<file path="src/rtl/regfile_scoreboard.sv">
// Decode-stage register file with combinational read ports, one write port, optional
// WB-to-read forwarding and a per-register busy scoreboard that raises stall on RAW hazards.
module regfile_scoreboard #(
  parameter  int XLEN   = 32,
  parameter  int NREGS  = 32,
  parameter  int NUM_RD = 2,
  parameter  int BYPASS = 1,
  localparam int AW     = $clog2(NREGS),
  localparam int CW     = $clog2(NREGS + 1)
) (
  input  logic                   clk,
  input  logic                   reset,
  input  logic [NUM_RD*AW-1:0]   rd_addr,
  input  logic [NUM_RD-1:0]      rd_use,
  output logic [NUM_RD*XLEN-1:0] rd_data,
  output logic [NUM_RD-1:0]      rd_hazard,
  output logic                   stall,
  input  logic                   iss_en,
  input  logic [AW-1:0]          iss_addr,
  input  logic                   wr_en,
  input  logic [AW-1:0]          wr_addr,
  input  logic [XLEN-1:0]        wr_data,
  output logic [NREGS-1:0]       busy_vec,
  output logic [CW-1:0]          busy_cnt
);

  logic [XLEN-1:0]  rf_q [NREGS];
  logic [NREGS-1:0] busy_q, busy_d;
  logic [CW-1:0]    busy_cnt_q, busy_cnt_d;
  logic             iss_fire;

  function automatic logic [CW-1:0] popcount(input logic [NREGS-1:0] v);
    logic [CW-1:0] n;
    n = '0;
    for (int i = 0; i < NREGS; i++) n = n + CW'(v[i]);
    return n;
  endfunction

  // Forwarding is suppressed while reset is held so every read port reads zero at once.
  for (genvar p = 0; p < NUM_RD; p++) begin : g_rd
    logic [AW-1:0] ra;
    logic          fwd;
    assign ra  = rd_addr[p*AW +: AW];
    assign fwd = (BYPASS != 0) && wr_en && !reset && (wr_addr == ra);
    assign rd_data[p*XLEN +: XLEN] = (ra == '0) ? '0 : (fwd ? wr_data : rf_q[ra]);
    assign rd_hazard[p] = busy_q[ra] && (ra != '0) && !fwd;
  end

  assign stall    = |(rd_hazard & rd_use);
  assign iss_fire = iss_en && !stall && (iss_addr != '0);

  // Issue wins over writeback on the same register: the younger instruction still owns it.
  always_comb begin
    busy_d = busy_q;
    for (int r = 1; r < NREGS; r++) begin
      if (iss_fire && (iss_addr == AW'(r)))   busy_d[r] = 1'b1;
      else if (wr_en && (wr_addr == AW'(r)))  busy_d[r] = 1'b0;
    end
    busy_d[0]  = 1'b0;
    busy_cnt_d = popcount(busy_d);
  end

  always_ff @(posedge clk or posedge reset) begin
    if (reset) begin
      busy_q     <= '0;
      busy_cnt_q <= '0;
    end else begin
      busy_q     <= busy_d;
      busy_cnt_q <= busy_cnt_d;
    end
  end

  always_ff @(posedge clk or posedge reset) begin
    if (reset) begin
      for (int i = 0; i < NREGS; i++) rf_q[i] <= '0;
    end else if (wr_en && (wr_addr != '0)) begin
      rf_q[wr_addr] <= wr_data;
    end
  end

  assign busy_vec = busy_q;
  assign busy_cnt = busy_cnt_q;

endmodule

</file>
<file path="config.mk">
export PLATFORM = sky130hd
export DESIGN_NAME = regfile_scoreboard
export DESIGN_NICKNAME = d
export VERILOG_FILES = /design/src/rtl/regfile_scoreboard.sv
export SDC_FILE = /design/constraint.sdc
export NUM_CORES = 2
export LEC_CHECK = 0
export CAP_MARGIN = 15
export CORE_ASPECT_RATIO = 1.5
export CORE_MARGIN = 4
export CORE_UTILIZATION = 63
export DETAILED_ROUTE_END_ITERATION = 16
export HOLD_SLACK_MARGIN = 0.08
export PLACE_DENSITY = 0.86
export SYNTH_ARGS = -nofsm -noshare
export SYNTH_HDL_FRONTEND = slang
export SYNTH_SLANG_ARGS = --single-unit
</file>
<file path="constraint.sdc">
create_clock -name clk -period 107.2 [get_ports clk]
set_clock_uncertainty 0.2 [all_clocks]
set_input_delay 21.44 -clock clk [delete_from_list [all_inputs] [get_ports clk]]
set_output_delay 21.44 -clock clk [all_outputs]
set_load 0.005 [all_outputs]
</file>
# --- Word-level counts from Yosys, hierarchy flattened ---
# Index checks and enable logic that the tools add are counted.
op_classes:
  bitwise_logic: 4
  order_cmp: 6
  mul: 0
  eq_ne: 64
  muxes: 79
  n_div: 0
  n_shift: 0
  addsub: 30
  n_reduce_logical: 84
op_table:
  columns: ["cell", "count"]
  rows:
  - ["bitwise mux 1024 bit", 1]
  - ["binary-select mux 32 bit (select 5 bit)", 2]
  - ["2-to-1 mux 32 bit", 9]
  - ["demux 32 bit (select 5 bit)", 1]
  - ["equality test 5 bit (second input constant)", 32]
  - ["adder 6 x 1 -> 6 bit", 25]
  - ["equality test 5 x 4 -> 1 bit (second input constant)", 16]
  - ["logical AND 1 bit", 73]
  - ["2-to-1 mux 1 bit", 64]
  - ["equality test 5 x 3 -> 1 bit (second input constant)", 8]
  - ["equality test 5 x 2 -> 1 bit (second input constant)", 4]
  - ["nonzero test 5 bit", 4]
  - [">= comparator 6 bit (second input constant)", 3]
  - ["NOT 5 -> 6 bit", 3]
  - ["less-than comparator 5 x 6 -> 1 bit (second input constant)", 2]
  - ["binary-select mux 1 bit (select 5 bit)", 2]
  - ["equality test 5 x 1 -> 1 bit (second input constant)", 2]
  - ["equality test 5 bit", 2]
  - ["logical NOT 5 bit", 2]
  - ["adder 5 x 1 -> 6 bit", 1]
  - ["less-than comparator 6 x 1 -> 1 bit (second input constant)", 1]
  - ["adder 4 x 1 -> 5 bit", 1]
  - ["adder 3 x 1 -> 4 bit", 1]
  - ["logical NOT 1 bit", 4]
  - ["other kinds (4)", 4]
totals:
  ram_bits: 0
  mem_bits_ro: 0
  latch_bits: 0
  word_cells: 301
  ff_bits: 1061
  n_memories: 0
  out_inout_bits: 105

# --- Depth between registers and ports, before layout ---
depth:
  depth_word: 42
  ltp_mapped: 26

# --- Worst setup path after synthesis ---
# Ideal clock, no wire load.
synth_path:
  kind: "input -> output"
  from: "in rd_addr[6]"
  to: "out rd_data[37]"
  path_buffers: 5
  setup_slack_ps: 62122
  t_arrival_ps: 23438
  cell_stages: 9
  cell_sequence: "buf_6 buf_12 buf_4 buf_2 clkbuf_1 mux4_2 mux4_2 mux2i_1 a21oi_1"
synth_between:
  elab_chain_len: 6
synth_rtl:
  columns: ["item", "line", "source"]
  rows:
  - ["start: declaration", "13", "input logic [NUM_RD*AW-1:0] rd_addr,"]
  - ["NOT 5 -> 6 bit (implied by the code)", "45", "assign rd_data[p*XLEN +: XLEN] = (ra == '0) ? '0 : (fwd ? wr_data : rf_q[ra]);"]
  - ["binary-select mux 32 bit (select 5 bit)", "45", null]
  - ["2-to-1 mux 32 bit (implied by the code) (2 in series)", "45", null]
  - ["2-to-1 mux 32 bit", "45", null]
  - ["2-to-1 mux 32 bit *", "45", null]
  - ["end: declaration", "15", "output logic [NUM_RD*XLEN-1:0] rd_data,"]
# Mark *: on every way between the ends. The rest lies on a longest branch, timed or not. The select of a mux whose other input is x is not followed.

# --- Worst setup path after layout ---
layout_path:
  from: "in rd_addr[5]"
  to: "out rd_data[46]"
# The elaborated chain is that of the path after synthesis.

==> out/metrics.cfg <==
[run_status]
status=finished, final reports clean

[power]
p_seq_frac=0.415
p_comb_frac=0.296
ir_worst_vdd_mv=0.0866
total_power_mw=1.30
cellLeakagePower_nw=27.0
p_int_mw=0.922
p_clk_frac=0.288
p_switching_mw=0.383
sw_frac_of_total=0.293
p_per_area_nw_per_um2=20.7

[setup_path]
cp_slowest_cell=buf_4
worstPathMaxFanout=55
critPathMaxStageDelay_ns=0.85
crit_type=in -> out
cp_data_required_time_ns=85.56
cp_common_cell=buf_4
crit_family=buffers and inverters
cp-start-kind=input port
crit_chain=buf_8 -> buf_4 -> buf_4 -> buf_4 -> mux4_2 -> mux4_2 -> mux2i_1 -> a21oi_1 -> clkdlybuf4s50_1
path_buf_inv=5
critPathArrivalTime_ns=26.48
endpoint_kind=primary output

[sta]
fin_setup_tns_ns=0
slew-limit-headroom=0.196
setup_viol=0
worst_pin_slew_ns=1.20
worst_slack_ns=59.08
finalCritPeriodShare=0.449
rsz0062_at_grt=no
max_freq_mhz=20.8
period_needed_ns=48.12
finalHoldViolations=0
final_max_slew_viol_count=0

[synth]
synth_most_common_cell=dfrtp_1
async_reset_ff_frac=1.00
synth_edf_count=0
yosys-top-cells-count=1,061 x dfrtp_1, 841 x mux2_2, 637 x mux4_2
synthTopCellsByArea=dfrtp_1 46%, mux4_2 25%, mux2_2 16%, mux2_1 2.5%, clkbuf_1 1.9%
syn_nets=3773
syn-instance-count=3685
netlist_area_um2=57500
synth_seq_area_share=0.462
ys_seq_elements=1061
ys_types=43
yosysWarnings=0
avgSynthCellArea_um2=15.6
synth_top_area_frac=0.462
synth-main-ff-cell=dfrtp_1
yosys.area.top_type=dfrtp_1

[global_routing]
gr-max-usage-layer=met2
overflow=0
grt_pass1_vias=38900
grt_max_degree=197
gr-usage-met1=0.454
gr-usage-all-layers=0.338
use_met2=0.533
grt_pass1_wl_um=242000
use_met3=0.0726
grt_antenna_before_repair=0

[placed_design]
place_ws_ns=58.96
place_hpwl_um=84500
gp_congestion=0.903
place_area_um2=59600
port_buffers=161

[routing]
vias=36000
wl_um=159000
avgRoutedWirePerCell_um=33.0
first_pass_iters=5
via_per_inst=7.45
drc=0
ant_nets=0
dr.first_iter.drc_count=3868

[floorplan]
die_h_um=378
die_w_um=255
rows=135
ios=163
core_area_um2=90500
initial_core_util=0.635
die-area_um2=96300

[final_layout]
syn_to_final_growth_pct=9.59
drive_gt1_frac=0.477
nets=3679
finalInstanceArea_um2=63000

[cts]
htree_levels=3
cts_hold_buf=0
cts_tree=done
clkSlewWorstSetupHoldPaths_ns=0.06
cts_buffers=97
cts_resized=0
cts_sinks=1061
post-cts-setup-buffer-count=0
clock_tree.root_cell=clkbuf_16
clk-insertion-delay-late_ns=0.70
cts_buffer_depth=3

[flow_run]
maxCapViolations=0

[min_path]
hold_path_class=reg -> reg

## metrics by stage
stage / cells / hold WS [ns] / utilization
floorplan: 3685 / 0.241 / -
global placement: 4654 / 0.177 / 0.658
detailed placement: 4654 / 0.183 / 0.658
CTS: 4835 / 0.199 / 0.696
global route: 4837 / 0.210 / 0.696
finish: 4838 / 0.193 / 0.696
## registers in the layout, indices dropped and copies added (netlist names)
signal    flops
busy_vec     31
rf_q       1024
busy_cnt      6
## power groups by stage
stage	combinational, mW	sequential [mW]	clock, mW
floorplan	0.287	0.526	0
global placement	0.366	0.537	0
detailed placement	0.381	0.545	0
CTS	0.387	0.539	0.379
global route	0.422	0.549	0.394
finish	0.386	0.542	0.376
## area by class of cell
| class | instances | area, um2 |
|---|---|---|
| diodes | 1 | 2.50 |
| clock buffers | 143 | 2860 |
| clock inverters | 38 | 574 |
| fillers | 5634 | 27500 |
| inverters | 40 | 158 |
| multi-input cells | 2158 | 29200 |
| flip-flops and latches | 1061 | 26600 |
| well taps | 1164 | 1460 |
| repair buffers | 233 | 2240 |
## cell families (layout without fill, tap and decap cells)
logic type                 count (synthesis)  count (layout)  share of synthesized area
AOI/OAI and AO/OA                        208             208                     0.0231
xor gates and xnor gates                  13              13                    0.00198
adders and majority gates                 30              30                    0.00953
buffers and inverters                    466             454                     0.0337
DFF                                     1061            1061                      0.462
muxes                                   1694            1694                      0.454
other                                      1               2                  0.0000652
and+or+nand+nor                          212             212                     0.0156
## per-layer routing
layer	wire length, um	vias to the layer above	share of wire
li1	-	14000	-
met2	77400	2093	0.49
met1	58200	19400	0.36
met5	0	-	0
met4	8790	0	0.055
met3	15100	519	0.095
## cell usage in the layout, fill, tap and decap left out, drive strengths merged, types with 14 or more instances in the layout
master | synthesis | layout
a21oi | 62 | 62
a32o | 31 | 31
buf | 141 | 82
bufinv | 0 | 14
clkbuf | 285 | 143
clkdlybuf4s50 | 0 | 151
dfrtp | 1061 | 1061
fa | 23 | 23
inv | 40 | 42
mux2 | 971 | 971
mux2i | 86 | 86
mux4 | 637 | 637
nand2 | 133 | 133
nor2 | 32 | 32
o21ai | 71 | 71
## worst paths after layout
check                                   from          end  slack, ns  cells past startpoint
worst max-delay path              rd_addr[5]  rd_data[46]      59.08                      9
worst min-delay path              rf_q[1014]   rf_q[1014]       0.19                      0
worst max register to register  busy_vec[30]  busy_cnt[4]      99.55                     21
worst min register to register    rf_q[1014]   rf_q[1014]       0.19                      0
max in group asynchronous              reset   rf_q[1008]      82.60                      5
min in group asynchronous              reset  busy_vec[3]      21.19                      2
No activity file was read; power rests on OpenSTA's default activity.
